`config.mk`:
```
export PLATFORM = sky130hd
export DESIGN_NAME = eb1_uart_tx_prog
export DESIGN_NICKNAME = d
export VERILOG_FILES = /design/src/rtl/eb1_uart_pkg.sv /design/src/rtl/eb1_uart_tx_fifo.sv /design/src/rtl/eb1_uart_tx_prog.sv
export SDC_FILE = /design/constraint.sdc
export NUM_CORES = 1
export LEC_CHECK = 0
export ABC_AREA = 1
export CORE_ASPECT_RATIO = 0.75
export CORE_MARGIN = 3
export CORE_UTILIZATION = 55
export DETAILED_ROUTE_END_ITERATION = 8
export GPL_ROUTABILITY_DRIVEN = 0
export PLACE_DENSITY = 0.79
export SLEW_MARGIN = 25
export SYNTH_ARGS = -nofsm -noshare
export SYNTH_HDL_FRONTEND = slang
export SYNTH_SLANG_ARGS = --single-unit
```
`constraint.sdc`:
```
create_clock -name i_Clock -period 2.83 [get_ports i_Clock]
set_clock_uncertainty 0.05 [all_clocks]
set_input_delay 0.283 -clock i_Clock [delete_from_list [all_inputs] [get_ports i_Clock]]
set_output_delay 0.283 -clock i_Clock [all_outputs]
set_load 0.01 [all_outputs]
```
`src/rtl/eb1_uart_pkg.sv`:
```
// Shared UART definitions for the eb1 transmitter and receiver:
// state encodings, data/divisor widths and the divisor clamp helper.
package eb1_uart_pkg;
    localparam int UART_DATA_W = 8;
    localparam int UART_DIV_W  = 16;

    localparam logic [2:0] S_IDLE   = 3'd0;
    localparam logic [2:0] S_START  = 3'd1;
    localparam logic [2:0] S_DATA   = 3'd2;
    localparam logic [2:0] S_PARITY = 3'd3;
    localparam logic [2:0] S_STOP   = 3'd4;

    // A divisor of zero would never end a bit; run it as one clock per bit.
    function automatic logic [UART_DIV_W-1:0] clamp_div(input logic [UART_DIV_W-1:0] d);
        return (d == '0) ? UART_DIV_W'(1) : d;
    endfunction
endpackage

```
`src/rtl/eb1_uart_tx_fifo.sv`:
```
// Byte FIFO feeding the UART transmitter. Pushes while full are dropped;
// the full flag is registered from the post-edge occupancy.
module eb1_uart_tx_fifo
    import eb1_uart_pkg::*;
#(
    parameter int FIFO_DEPTH = 4
) (
    input  logic                   i_clk,
    input  logic                   i_rst,
    input  logic                   i_push,
    input  logic [UART_DATA_W-1:0] i_din,
    input  logic                   i_pop,
    output logic [UART_DATA_W-1:0] o_dout,
    output logic                   o_full,
    output logic                   o_empty
);
    localparam int AW = $clog2(FIFO_DEPTH);

    logic [UART_DATA_W-1:0] r_mem [FIFO_DEPTH];
    logic [AW-1:0]          r_wr, r_rd;
    logic [AW:0]            r_count, w_count_nxt;
    logic                   r_full;
    logic                   w_push, w_pop;

    assign w_push = i_push && !r_full;
    assign w_pop  = i_pop && (r_count != '0);

    always_comb begin
        w_count_nxt = r_count;
        if (w_push && !w_pop)
            w_count_nxt = r_count + 1'b1;
        else if (!w_push && w_pop)
            w_count_nxt = r_count - 1'b1;
    end

    always_ff @(posedge i_clk or posedge i_rst) begin
        if (i_rst) begin
            r_wr    <= '0;
            r_rd    <= '0;
            r_count <= '0;
            r_full  <= 1'b0;
        end else begin
            if (w_push) r_wr <= r_wr + 1'b1;
            if (w_pop)  r_rd <= r_rd + 1'b1;
            r_count <= w_count_nxt;
            r_full  <= (w_count_nxt == (AW+1)'(FIFO_DEPTH));
        end
    end

    always_ff @(posedge i_clk) begin
        if (w_push) r_mem[r_wr] <= i_din;
    end

    assign o_dout  = r_mem[r_rd];
    assign o_full  = r_full;
    assign o_empty = (r_count == '0);
endmodule

```
`src/rtl/eb1_uart_tx_prog.sv`:
```
// Buffered 8N1 UART transmitter with a divisor latched at each frame start.
// Define EB1_UART_TX_PARITY_EN to insert a parity bit (sense set by PARITY_ODD).
module eb1_uart_tx_prog
    import eb1_uart_pkg::*;
#(
    parameter int FIFO_DEPTH = 4,
    parameter int PARITY_ODD = 0
) (
    input  logic                   i_Clock,
    input  logic                   rst_i,
    input  logic [UART_DIV_W-1:0]  CLKS_PER_BIT,
    input  logic                   i_Tx_DV,
    input  logic [UART_DATA_W-1:0] i_Tx_Byte,
    output logic                   o_Tx_Ready,
    output logic                   o_Tx_Serial,
    output logic                   o_Tx_Active,
    output logic                   o_Tx_Done
);
    logic [2:0]             r_state, w_next_state;
    logic [UART_DIV_W-1:0]  r_cnt, w_cnt_nxt, r_n;
    logic [2:0]             r_bit, w_bit_nxt;
    logic [UART_DATA_W-1:0] r_data, w_head;
    logic                   r_serial, w_serial_nxt;
    logic                   r_active, w_active_nxt;
    logic                   r_done, w_done_nxt;
    logic                   w_pop, w_full, w_empty;
    logic                   w_bit_end, w_after_data;
    logic [2:0]             w_state_after_data;

    eb1_uart_tx_fifo #(.FIFO_DEPTH(FIFO_DEPTH)) u_fifo (
        .i_clk  (i_Clock),
        .i_rst  (rst_i),
        .i_push (i_Tx_DV),
        .i_din  (i_Tx_Byte),
        .i_pop  (w_pop),
        .o_dout (w_head),
        .o_full (w_full),
        .o_empty(w_empty)
    );

`ifdef EB1_UART_TX_PARITY_EN
    assign w_after_data       = (PARITY_ODD != 0) ? ~^r_data : ^r_data;
    assign w_state_after_data = S_PARITY;
`else
    assign w_after_data       = 1'b1;
    assign w_state_after_data = S_STOP;
`endif

    assign w_bit_end = (r_cnt == r_n - UART_DIV_W'(1));

    always_ff @(posedge i_Clock or posedge rst_i) begin
        if (rst_i) begin
            r_state  <= S_IDLE;
            r_cnt    <= '0;
            r_n      <= UART_DIV_W'(1);
            r_bit    <= '0;
            r_data   <= '0;
            r_serial <= 1'b1;
            r_active <= 1'b0;
            r_done   <= 1'b0;
        end else begin
            r_state  <= w_next_state;
            r_cnt    <= w_cnt_nxt;
            r_bit    <= w_bit_nxt;
            r_serial <= w_serial_nxt;
            r_active <= w_active_nxt;
            r_done   <= w_done_nxt;
            if (w_pop) begin
                r_data <= w_head;
                r_n    <= clamp_div(CLKS_PER_BIT);
            end
        end
    end

    always_comb begin
        w_next_state = r_state;
        case (r_state)
            S_IDLE:   if (!w_empty) w_next_state = S_START;
            S_START:  if (w_bit_end) w_next_state = S_DATA;
            S_DATA:   if (w_bit_end && r_bit == 3'd7) w_next_state = w_state_after_data;
`ifdef EB1_UART_TX_PARITY_EN
            S_PARITY: if (w_bit_end) w_next_state = S_STOP;
`endif
            S_STOP:   if (w_bit_end) w_next_state = S_IDLE;
            default:  w_next_state = S_IDLE;
        endcase
    end

    // Values the output registers take at the next edge.
    always_comb begin
        w_pop        = 1'b0;
        w_serial_nxt = r_serial;
        w_active_nxt = r_active;
        w_done_nxt   = 1'b0;
        w_bit_nxt    = r_bit;
        w_cnt_nxt    = w_bit_end ? '0 : r_cnt + UART_DIV_W'(1);
        case (r_state)
            S_IDLE: begin
                w_cnt_nxt    = '0;
                w_bit_nxt    = '0;
                w_pop        = !w_empty;
                w_serial_nxt = w_empty;
                w_active_nxt = !w_empty;
            end
            S_START:
                if (w_bit_end) w_serial_nxt = r_data[0];
            S_DATA:
                if (w_bit_end) begin
                    if (r_bit == 3'd7) begin
                        w_serial_nxt = w_after_data;
                    end else begin
                        w_bit_nxt    = r_bit + 3'd1;
                        w_serial_nxt = r_data[r_bit + 3'd1];
                    end
                end
`ifdef EB1_UART_TX_PARITY_EN
            S_PARITY:
                if (w_bit_end) w_serial_nxt = 1'b1;
`endif
            S_STOP:
                if (w_bit_end) begin
                    w_serial_nxt = 1'b1;
                    w_active_nxt = 1'b0;
                    w_done_nxt   = 1'b1;
                end
            default: begin
                w_cnt_nxt    = '0;
                w_serial_nxt = 1'b1;
                w_active_nxt = 1'b0;
            end
        endcase
    end

    assign o_Tx_Ready  = !w_full;
    assign o_Tx_Serial = r_serial;
    assign o_Tx_Active = r_active;
    assign o_Tx_Done   = r_done;
endmodule
```
# After elaboration in Yosys (flattened, before gate mapping)

Memories as Yosys holds them, arrays and structs flattened. A register that Yosys moved wholly into a read port is not among the register bits.
Cells that the tools add are included.

Bits in registers: 49
Bits in latches: 0
Memory bits (writable): 32
ROM bits: 0
Input port bits: 27
Output and inout port bits: 4
Word-level logic and storage cells: 80
Memories: 1

Memory list:

| name         | words | width | rd ports | clocked after Yosys merged registers in | write ports | RTL line               | RTL |
|---|---|---|---|---|---|---|---|
| u_fifo.r_mem | 4     | 8     | 1        | 1                                       | 1           | eb1_uart_tx_fifo.sv:19 | `logic [UART_DATA_W-1:0] r_mem [FIFO_DEPTH];` |

$add $sub $neg: 7
Multipliers: 0
Divide/modulo/power cells: 0
Magnitude comparators: 1
Equal/unequal tests: 12
Shift operators: 0
Muxes and demuxes: 27
Bitwise gates (word level): 1
Reduce and logical (&&, ||, !) cells: 20

Operators with widths:

| operator                | count |
|---|---|
| $mux W16                | 3 |
| $mux W3                 | 8 |
| $add A16 B1 Y16 const B | 1 |
| $eq A16 B16 Y1          | 1 |
| $logic_not A16 Y1       | 1 |
| $sub A16 B1 Y16 const B | 1 |
| $ne A2 B2 Y1 const B    | 6 |
| $pmux W3 S4             | 1 |
| $mux W1                 | 11 |
| $eq A3 B3 Y1 const B    | 3 |
| $add A3 B1 Y3 const B   | 2 |
| $logic_not A3 Y1        | 2 |
| $pmux W3 S2             | 1 |
| $reduce_and A3 Y1       | 2 |
| $logic_and A1 B1 Y1     | 5 |
| $add A2 B1 Y2 const B   | 2 |
| $logic_not A1 Y1        | 4 |
| $lt A3 B4 Y1 const B    | 1 |
| $pmux W1 S4             | 1 |
| $reduce_and A4 Y1       | 1 |
| $bmux W1 S3             | 1 |
| $eq A3 B1 Y1 const B    | 1 |
| $eq A3 B2 Y1 const B    | 1 |
| $pmux W1 S3             | 1 |
| 7 further kinds         | 7 |

# Longest topological paths before layout

Gate-level depths: netlist of the first run.

Depth after elaboration: 8
Depth in mapped cells: 15
Depth with buffers taken out: 15

# Cells and area by module

Synthesis of the first run repeated with hierarchy kept, for this count alone.

Cell total of the unflattened synthesis: 569
Area, all modules: 4769.6 sq um

Modules (own cells, without submodules):

| module           | instances | cells an instance | area an instance (sq um) | seq. area each (sq um) |
|---|---|---|---|---|
| eb1_uart_tx_prog | 1         | 430               | 3041.7                   | 1228.7 |
| eb1_uart_tx_fifo | 1         | 139               | 1727.9                   | 1161.1 |

# Least setup slack after synthesis of the first run

OpenSTA, ideal clock, no wires.

Path kind: reg-to-reg
Start: reg r_n[0]
End: reg r_bit[0]
Library setup time: 117 ps
Data arrival time: 1845 ps
Data required time: 2663 ps
Path slack: 818 ps
Cell stages (with the launch flop): 12
Path buffers: 0
Clock period less this slack: 2012 ps
Cell sequence: dfstp_2 -> inv_1 -> ha_1 -> xnor2_1 -> xor2_1 -> nand3_1 -> nor2_1 -> nand3_2 -> nand2_1 -> nand2_1 -> nand2_1 -> nand2_1

Word-level cells in the longest chain between the ends: 4

RTL lines:

| what                        | RTL line               | RTL |
|---|---|---|
| start: declaration          | eb1_uart_tx_prog.sv:20 | `logic [UART_DIV_W-1:0] r_cnt, w_cnt_nxt, r_n;` |
| start signal: assignment    | eb1_uart_tx_prog.sv:70 | `r_n <= clamp_div(CLKS_PER_BIT);` |
| $sub A16 B1 Y16             | eb1_uart_tx_prog.sv:49 | `assign w_bit_end = (r_cnt == r_n - UART_DIV_W'(1));` |
| $eq A16 B16 Y1              | eb1_uart_tx_prog.sv:49 |  |
| $ne A2 B2 Y1 (no line)      | -                      |  |
| $reduce_and A3 Y1 (no line) | -                      |  |
| end signal: assignment      | eb1_uart_tx_prog.sv:64 | `r_bit <= w_bit_nxt;` |
| end: declaration            | eb1_uart_tx_prog.sv:21 | `logic [2:0] r_bit, w_bit_nxt;` |

Every way passes these cells.
A chain may end at the register's enable or synchronous reset.

# Worst setup path in the final report of the first run

Start: reg r_n[0]
End: reg r_state[1]

Word-level cells in the longest chain between the ends: 5
Elaborated cells between the ends (all ways): 7
Those cells by class: add/sub: 1; eq/ne: 4; reduce/logical: 2

RTL lines:

| what                            | RTL line               | RTL |
|---|---|---|
| $sub A16 B1 Y16 (*)             | eb1_uart_tx_prog.sv:49 |  |
| $eq A16 B16 Y1 (*)              | eb1_uart_tx_prog.sv:49 |  |
| $logic_and A1 B1 Y1             | eb1_uart_tx_prog.sv:80 | `S_DATA: if (w_bit_end && r_bit == 3'd7) w_next_state = w_state_after_data;` |
| $ne A2 B2 Y1 (no line)          | -                      |  |
| $reduce_and A4 Y1 (no line) (*) | -                      |  |
| end signal: assignment          | eb1_uart_tx_prog.sv:62 | `r_state <= w_next_state;` |
| end: declaration                | eb1_uart_tx_prog.sv:19 | `logic [2:0] r_state, w_next_state;` |

Every way passes the cells marked *; elsewhere a longest branch is shown, timed or not.

==> impl_metrics.csv, run 1 <==
group,metric,value,unit
status,status,"finished, final reports clean",
floorplanning,die_area,0.00968,sq mm
cells_and_area,final_area,0.00537,sq mm
drt,vias_per_cell,5.54,
drt,firstDrtPassIters,6,
logic_synthesis,synth_top_area_share,0.293,
pwr,clock_power_share,0.203,
sta,max-slew-margin-rel,0.454,
clock_network,post_cts_resized,0,
drt,wl_per_cell,14.9,um
worst_setup_path,slowest_delay,0.55,ns
logic_synthesis,ys.flop_type,"dfrtp_1",
grt,globalRoute.totalOverflow,0,
pwr,power_density,1010,mW/mm^2
worst_setup_path,cp.required,3.06,ns
logic_synthesis,synth-edff-count,32,
logic_synthesis,syn_area,0.00469,sq mm
worst_setup_path,critPathLaunchType,"flop",
logic_synthesis,ys_async_sr_fraction,0.640,
cells_and_area,nFillCells,637,
logic_synthesis,seq_area_frac_synth,0.510,
logic_synthesis,yosys.area.top_type,"dfrtp_1",
logic_synthesis,synth_nets,591,
sta,setup_viol,0,
sta,finalCritPeriodShare,0.873,
cells_and_area,final_nets,624,
cells_and_area,drive_above_1_share,0.0694,
cells_and_area,fin_util,0.663,
grt,antenna_found_initial,0,
grt,grtUsageTotal,0.233,
drt,drc_errors,0,
pwr,sequentialPowerShare,0.378,
grt,grt_start_max_net_pins,37,
sta,hold_viol,0,
clock_network,clk_pin_slew,0.06,ns
floorplanning,start_util,0.579,
pwr,p_leak,2.39,nW
pwr,ir_worst_vdd,0.796,mV
worst_setup_path,critical_path_class,"flop to flop",
logic_synthesis,syn_inst,553,
sta,slew_viol_final,0,
logic_synthesis,avgSynthCellArea,8.48,sq um
drt,ant_nets,0,
clock_network,cts_sinks,89,
cells_and_area,area_growth,14.5,%
logic_synthesis,synthDistinctLibCells,38,
placement,port_buffers,30,
floorplanning,die_x,113,um
pwr,swShare,0.422,
pwr,combPwrFrac,0.419,
worst_setup_path,path_cells,"inv_1 -> ha_1 -> xnor2_1 -> xor2_1 -> nand3_1 -> nor2_1 -> nand3_2 -> nand2_2 -> nand4_1 -> nand2_1",
drt,vias,3855,
pwr,p_int,3.14,mW
worst_setup_path,slowest_stage,"dfstp_2",
clock_network,max-clock-path-buffers,2,
logic_synthesis,synth-seq-cells,89,
grt,first_global_vias,3766,
placement,detailed_place_hpwl,7750,um
sta,worst_slew_pin_slew,0.812,ns
hold_path,hp-class,"input port to async pin",
floorplanning,die_h,86.0,um
pwr,p_switching,2.29,mW
sta,period_minus_slack,2.47,ns
drt,dr.first_iter.drc_count,293,
worst_setup_path,critPathMaxFanout,20,
clock_network,cts_setup_buffers,0,
sta,setup_tns,0,ns
floorplanning,io_pins,31,
clock_network,cts_buffers,9,
sta,clock.fmax,405,MHz
cells_and_area,diodes,0,
grt,grt_pass1_wl,17700,um
floorplanning,core_area,0.00809,sq mm
job,max_cap_viol_count,0,
clock_network,worst_skew_pair.late_latency,0.35,ns
drt,wl,10400,um
clock_network,cts.htree.levels,3,
clock_network,cts-root-buf,"clkbuf_16",
worst_setup_path,critical_path_arrival,2.70,ns
clock_network,cts_tree,"done",
clock_network,cts-hold-fix-buffers,0,
logic_synthesis,synth_warnings,0,
logic_synthesis,yosys-top-cells-area,"dfrtp_1, edfxtp_1, nand2_1",
sta,rsz0062_at_grt,"false",
floorplanning,num_rows,28,
worst_setup_path,endpoint_kind,"flop",
placement,placed_area,0.00509,sq mm
## power groups by stage
stage | Sequential, mW | Clock, mW | Combinational [mW]
finish | 2.05 | 1.10 | 2.27
global route | 2.08 | 1.20 | 2.58
CTS | 2.04 | 1.12 | 2.25
detailed placement | 2.05 | 0 | 2.24
global placement | 2.04 | 0 | 2.17
floorplan | 1.94 | 0 | 1.78
## worst max-delay path: cells and delay by family (launching register included)
family | cells | cell delay [ns]
XOR/XNOR | 2 | 0.49
adder cells (fa/ha/maj) | 1 | 0.26
buffers and inverters | 1 | 0.09
flip-flops | 1 | 0.55
AND/OR/NAND/NOR | 6 | 0.98
## cell usage in the layout (no fill, tap or decap), types with 2 or more instances in the layout
master           count
ha_1                11
buf_4                4
nand2_1            147
clkbuf_16            9
dfstp_2              2
nor4_1               5
nor3_1               8
clkbuf_1             2
nor2_1              82
nand3b_1             4
nand3_1             23
o21ai_0             30
nor3_2               3
nor2_2               4
nor3b_1              3
nand4_1             12
nor2_4               2
a21oi_1              5
inv_1               56
o32ai_1              8
edfxtp_1            32
nand2_2              6
inv_2                2
clkdlybuf4s50_1     30
xor2_1              17
nand3_2              2
xnor2_1             11
dfrtp_1             55
## flip-flops by register name, indices dropped and copies added, names as in the netlist, 2 cells and up
name / cells
u_fifo.r_wr: 2
r_state: 3
r_n: 16
u_fifo.r_count: 3
r_cnt: 16
u_fifo.r_rd: 2
r_bit: 3
u_fifo.r_mem: 32
r_data: 8
## stage by stage
step	worst slack [ns]	hold slack [ns]	power (mW)	instances
floorplan	0.818	0.332	3.73	553
global placement	0.537	0.416	4.20	680
detailed placement	0.393	0.412	4.30	680
CTS	0.371	0.237	5.41	696
global route	0.152	0.258	5.86	696
finish	0.360	0.224	5.42	696
## path summary, 6_finish.rpt
| check | from | to | slack, ns | depth (start not counted) |
|---|---|---|---|---|
| setup / recovery | r_n[0]$_DFFE_PP1P_ | r_state[1]$_DFFE_PP0P_ | 0.36 | 10 |
| hold / removal | rst_i | r_n[15]$_DFFE_PP0P_ | 0.22 | 2 |
| setup reg to reg | r_n[0]$_DFFE_PP1P_ | r_state[1]$_DFFE_PP0P_ | 0.36 | 10 |
| hold reg to reg | o_Tx_Active$_DFFE_PP0P_ | o_Tx_Active$_DFFE_PP0P_ | 0.43 | 2 |
| max in group asynchronous | rst_i | r_n[0]$_DFFE_PP1P_ | 1.78 | 3 |
| min in group i_Clock | o_Tx_Active$_DFFE_PP0P_ | o_Tx_Active$_DFFE_PP0P_ | 0.43 | 2 |
## area by class of cell
type	count	area, sq um	area share
Sequential cell	89	2390	0.445
Multi-Input combinational cell	394	2030	0.377
Timing Repair Buffer	34	330	0.0615
Clock buffer	12	246	0.0459
Inverter	58	218	0.0406
Tap cell	105	131	0.0245
Clock inverter	4	27.5	0.00513
## synth_stat cells (2+ instances only)
| cell | number |
|---|---|
| xnor2_1 | 11 |
| nand4_1 | 12 |
| ha_1 | 11 |
| nor3_1 | 8 |
| nand2_1 | 147 |
| nor3b_1 | 3 |
| o21ai_0 | 30 |
| nor2_2 | 4 |
| nand3b_1 | 4 |
| dfstp_2 | 2 |
| dfrtp_1 | 55 |
| nor4_1 | 5 |
| edfxtp_1 | 32 |
| nand2_2 | 6 |
| nor2_4 | 2 |
| nor3_2 | 3 |
| a21oi_1 | 5 |
| xor2_1 | 17 |
| nand3_1 | 23 |
| inv_1 | 57 |
| clkbuf_1 | 10 |
| o32ai_1 | 8 |
| nor2_1 | 82 |
| nand3_2 | 2 |
## cells by family (layout without fill, tap and decap cells)
family / Yosys count / in the layout / synth area share
AO/OA/AOI/OAI: 52 / 52 / 0.0686
AND/OR/NAND/NOR: 303 / 303 / 0.282
adder cells (fa/ha/maj): 11 / 11 / 0.0293
buffers and inverters: 70 / 108 / 0.0584
XOR/XNOR: 28 / 28 / 0.0523
flip-flops: 89 / 89 / 0.510
## routing by layer
layer	global-route usage	up-vias	part of all wire
met2	0.357	144	0.44
li1	-	1869	-
met5	0	-	0
met4	0.0622	0	0.012
met1	0.331	1829	0.46
met3	0.0592	13	0.085
Power figures use the tool's default switching activity.
==> inputs of run 2 (changes only) <==
Settings changed: CORE_UTILIZATION 55 to 59, PLACE_DENSITY 0.79 to 0.84.
==> impl_metrics.csv, run 2 (synthesis gave the netlist of run 1 again) <==
group,metric,value,unit
placement,port_buffers,30,
placement,detailed_place_hpwl,7780,um
pwr,power_density,998,mW/mm^2
clock_network,cts_buffers,9,
cells_and_area,top_regs,"u_fifo.r_mem x32, r_cnt x16, r_n x16",
worst_setup_path,critPathLaunchType,"flop",
worst_setup_path,endpoint_kind,"flop",
cells_and_area,final_nets,624,
placement,dp.cells,676,
floorplanning,start_util,0.622,
grt,antenna_found_initial,0,
cells_and_area,area_growth,13.5,%
clock_network,cts_tree,"done",
cells_and_area,multiInputGateArea,0.00203,sq mm
pwr,ir_worst_vdd,0.617,mV
floorplanning,core_area,0.00753,sq mm
sta,clock.fmax,420,MHz
grt,grt_start_max_net_pins,37,
grt,globalRoute.totalOverflow,0,
drt,vias,3895,
cells_and_area,final_common_cell,"nand2_1",
clock_network,cts_setup_buffers,0,
cells_and_area,seqCellArea,0.00239,sq mm
pwr,p_leak,2.37,nW
drt,vias_per_cell,5.63,
worst_setup_path,cp.required,3.08,ns
cells_and_area,top_register,"u_fifo.r_mem",
clock_network,post_cts_resized,0,
worst_setup_path,critical_path_arrival,2.63,ns
floorplanning,io_pins,31,
worst_setup_path,critical-path-top-delay-family,"simple AND/OR/NAND/NOR gates",
drt,dr.first_iter.drc_count,353,
status,status,"finished, final reports clean",
clock_network,cts_sinks,89,
grt,first_global_vias,3757,
worst_setup_path,slowest_stage,"dfstp_2",
cells_and_area,largest_reg_flops,32,
cells_and_area,fin_util,0.707,
cells_and_area,fin_cells,692,
drt,ant_nets,0,
clock_network,cts-root-buf,"clkbuf_8",
hold_path,hp-class,"input port to async pin",
floorplanning,num_rows,27,
worst_setup_path,path_cells,"inv_1 -> ha_1 -> xnor2_1 -> xor2_1 -> nand3_1 -> nor2_1 -> nand3_2 -> nand2_2 -> nand4_1 -> nand2_1",
cells_and_area,most-common-layout-cells,"nand2_1, nor2_1, inv_1",
sta,finalCritPeriodShare,0.842,
sta,max-slew-margin-rel,0.411,
clock_network,cts-hold-fix-buffers,0,
sta,slew_viol_final,0,
drt,firstDrtPassIters,7,
job,max_cap_viol_count,0,
clock_network,clk_pin_slew,0.08,ns
cells_and_area,drive_above_1_share,0.0711,
worst_setup_path,critical_path_class,"flop to flop",
clock_network,max-clock-path-buffers,2,
worst_setup_path,critPathBufInv,1,
grt,grtUsageTotal,0.254,
sta,setup_tns,0,ns
worst_setup_path,critPathMaxFanout,20,
floorplanning,die_h,83.2,um
worst_setup_path,slowest_delay,0.56,ns
sta,rsz0062_at_grt,"false",
drt,wl,10600,um
sta,period_minus_slack,2.38,ns
cells_and_area,nFillCells,560,
clock_network,worst_skew_pair.late_latency,0.36,ns
grt,grt_pass1_wl,18200,um
sta,hold_slack,0.191,ns
sta,hold_viol,0,
floorplanning,die_area,0.00907,sq mm
sta,worst_slew_pin_slew,0.880,ns
clock_network,cts.htree.levels,3,
drt,drc_errors,0,
drt,wl_per_cell,15.3,um
cells_and_area,diodes,0,
sta,setup_viol,0,
floorplanning,die_x,109,um
## run 2: changes by cell type in the layout (fill, tap and decap cells not counted)
cell	before	now
inv_4	1	0
clkbuf_1	2	1
clkbuf_8	1	10
bufinv_16	0	1
clkbuf_16	9	2
inv_6	1	0
## run 2: cell type report
class,count,share of cell area
Sequential cell,89,0.449
Multi-Input combinational cell,394,0.380
Timing Repair Buffer,34,0.0620
Inverter,58,0.0409
Clock buffer,13,0.0360
Tap cell,101,0.0237
Clock inverter,3,0.00799
## run 2: per-layer routing
layer	vias to the layer above	GRT usage	share of wire
met1	1825	0.376	0.44
met4	0	0.0677	0.013
met5	-	0	0
met3	20	0.0707	0.10
met2	185	0.369	0.44
li1	1865	-	-
## run 2: per-stage QoR
stage	instance area [sq um]	setup slack, ns	total power, mW
floorplan	4690	0.818	3.73
global placement	5090	0.552	4.18
detailed placement	5090	0.485	4.29
CTS	5320	0.467	5.29
global route	5320	0.179	5.74
finish	5320	0.448	5.31
## run 2: power breakdown
group	switching, mW	leakage, nW	internal (mW)
clock	0.436	0.116	0.538
combinational	1.48	1.24	0.783
sequential	0.347	1.02	1.73
## run 2: final timing paths
kind	startpoint	to	slack, ns	depth (start not counted)
min in group i_Clock	CLKS_PER_BIT[14]	r_n[14]$_DFFE_PP0P_	0.44	3
hold reg to reg	o_Tx_Active$_DFFE_PP0P_	o_Tx_Active$_DFFE_PP0P_	0.45	2
max in group asynchronous	rst_i	r_n[0]$_DFFE_PP1P_	1.85	3
setup reg to reg	r_n[0]$_DFFE_PP1P_	r_state[2]$_DFFE_PP0P_	0.45	10
hold / removal	rst_i	r_n[9]$_DFFE_PP0P_	0.19	2
setup / recovery	r_n[0]$_DFFE_PP1P_	r_state[2]$_DFFE_PP0P_	0.45	10
==> inputs of run 3 (changes only) <==
Settings changed: CORE_UTILIZATION 59 to 53, PLACE_DENSITY 0.84 to 0.8.
Clock period 2.83 ns to 2.1 ns, I/O delays scaled along.
==> impl_metrics.csv, run 3 (synthesis gave the netlist of run 1 again) <==
group,metric,value,unit
status,status,"finished with violations",
status,violations,"setup timing",
sta,period_minus_slack,2.20,ns
grt,first_global_vias,3871,
clock_network,cts_tree,"done",
placement,detailed_place_hpwl,7770,um
placement,pre_cts_ws,-0.0705,ns
drt,firstDrtPassIters,5,
grt,globalRoute.totalOverflow,0,
floorplanning,die_x,115,um
sta,hold_viol,0,
worst_setup_path,critPathLaunchType,"flop",
cells_and_area,largest_reg_flops,32,
drt,vias_per_cell,5.59,
grt,grtUsageTotal,0.235,
clock_network,cts_sinks,89,
sta,rsz0062_at_grt,"true",
pwr,p_leak,2.56,nW
floorplanning,start_util,0.550,
drt,ant_nets,0,
cells_and_area,top_register,"u_fifo.r_mem",
sta,hold_slack,0.184,ns
cells_and_area,final_nets,648,
floorplanning,die_area,0.0100,sq mm
floorplanning,core_area,0.00853,sq mm
cells_and_area,area_growth,23.6,%
clock_network,cts-root-buf,"clkbuf_16",
placement,port_buffers,30,
floorplanning,num_rows,29,
cells_and_area,top_regs,"u_fifo.r_mem x32, r_cnt x16, r_n x16",
grt,antenna_found_initial,0,
sta,setup_viol,25,
floorplanning,die_h,87.5,um
grt,grt_pass1_wl,18200,um
clock_network,cts-hold-fix-buffers,0,
worst_setup_path,critical_path_arrival,2.43,ns
clock_network,clk_pin_slew,0.06,ns
sta,max-slew-margin-rel,0.652,
clock_network,cts.htree.levels,3,
sta,setup_ws,-0.100,ns
pwr,power_density,1430,mW/mm^2
cells_and_area,most-common-layout-cells,"nand2_1, nor2_1, inv_1",
clock_network,worst_skew_pair.late_latency,0.34,ns
drt,wl,11700,um
cells_and_area,fin_cells,723,
clock_network,max-clock-path-buffers,2,
worst_setup_path,r2r_slack,-0.10,ns
floorplanning,io_pins,31,
clock_network,cts_buffers,9,
placement,dp.cells,699,
drt,wl_per_cell,16.1,um
drt,drc_errors,0,
hold_path,hp-class,"input port to async pin",
sta,setup_tns,-1.37,ns
sta,finalCritPeriodShare,1.05,
cells_and_area,final_common_cell,"nand2_1",
worst_setup_path,cp.required,2.33,ns
pwr,total_power,8.28,mW
sta,worst_slew_pin_slew,0.522,ns
pwr,ir_worst_vdd,0.906,mV
drt,dr.first_iter.drc_count,314,
grt,grt_start_max_net_pins,58,
sta,slew_viol_final,0,
worst_setup_path,endpoint_kind,"flop",
worst_setup_path,critical_path_class,"flop to flop",
worst_setup_path,critPathMaxFanout,9,
cells_and_area,drive_above_1_share,0.167,
cells_and_area,diodes,0,
sta,clock.fmax,455,MHz
drt,vias,4038,
job,max_cap_viol_count,0,
-- run 3: final timing paths --
kind | startpoint | to | depth (start not counted)
max in group asynchronous | rst_i | r_n[0]$_DFFE_PP1P_ | 3
worst max-delay path | r_n[2]$_DFFE_PP0P_ | o_Tx_Serial$_DFFE_PP1P_ | 14
min in group i_Clock | CLKS_PER_BIT[13] | r_n[13]$_DFFE_PP0P_ | 3
worst max register to register | r_n[2]$_DFFE_PP0P_ | o_Tx_Serial$_DFFE_PP1P_ | 14
worst min register to register | r_n[15]$_DFFE_PP0P_ | r_n[15]$_DFFE_PP0P_ | 2
worst min-delay path | rst_i | r_cnt[15]$_DFF_PP0_ | 3
-- run 3: area by class of cell --
| type | count | area [sq um] |
|---|---|---|
| flip-flops and latches | 89 | 2400 |
| clock buffers | 12 | 246 |
| fillers | 601 | 2730 |
| repair buffers | 58 | 563 |
| well taps | 108 | 135 |
| clock inverters | 4 | 51.3 |
| inverters | 58 | 218 |
| multi-input cells | 394 | 2190 |
-- run 3: per-stage QoR --
| step | instance area (sq um) | utilization |
|---|---|---|
| after floorplan | 4690 | - |
| after global placement | 5240 | 0.615 |
| after detailed placement | 5240 | 0.615 |
| after CTS | 5670 | 0.665 |
| after global routing | 5800 | 0.680 |
| final | 5800 | 0.680 |
-- run 3: power by group --
part / total, mW / internal [mW] / switching, mW
logic: 3.88 / 1.55 / 2.34
registers: 2.80 / 2.34 / 0.465
clock network: 1.59 / 0.959 / 0.636
-- run 3: critical path: stages (launching register included) --
cell and delay, ns:
dfrtp_2 0.47, nor2_4 0.17, nand2_8 0.09, nor2_4 0.22, nand2_2 0.07, nand2_2 0.08, nand2_2 0.08, nor2_2 0.12
nand2_1 0.09, nor2_2 0.16, nand3_4 0.13, nand2_4 0.13, buf_12 0.14, nor2_1 0.05, a21oi_2 0.09
-- run 3: routing by layer --
| layer | vias to the layer above | global-route usage | wire [um] |
|---|---|---|---|
| met3 | 35 | 0.0639 | 1050 |
| li1 | 1922 | - | - |
| met5 | - | 0 | 0 |
| met2 | 163 | 0.370 | 5490 |
| met4 | 0 | 0.0874 | 318 |
| met1 | 1918 | 0.313 | 4800 |
-- run 3: what timing repair did --
| item | 4_1_cts | 5_1_grt |
|---|---|---|
| resized for setup | 21 | 31 |
| cloned | 1 | 0 |
| buffers inserted | 4 | 3 |
| endpoints found under the setup margin | 22 | 25 |
| pin swaps | 9 | 15 |
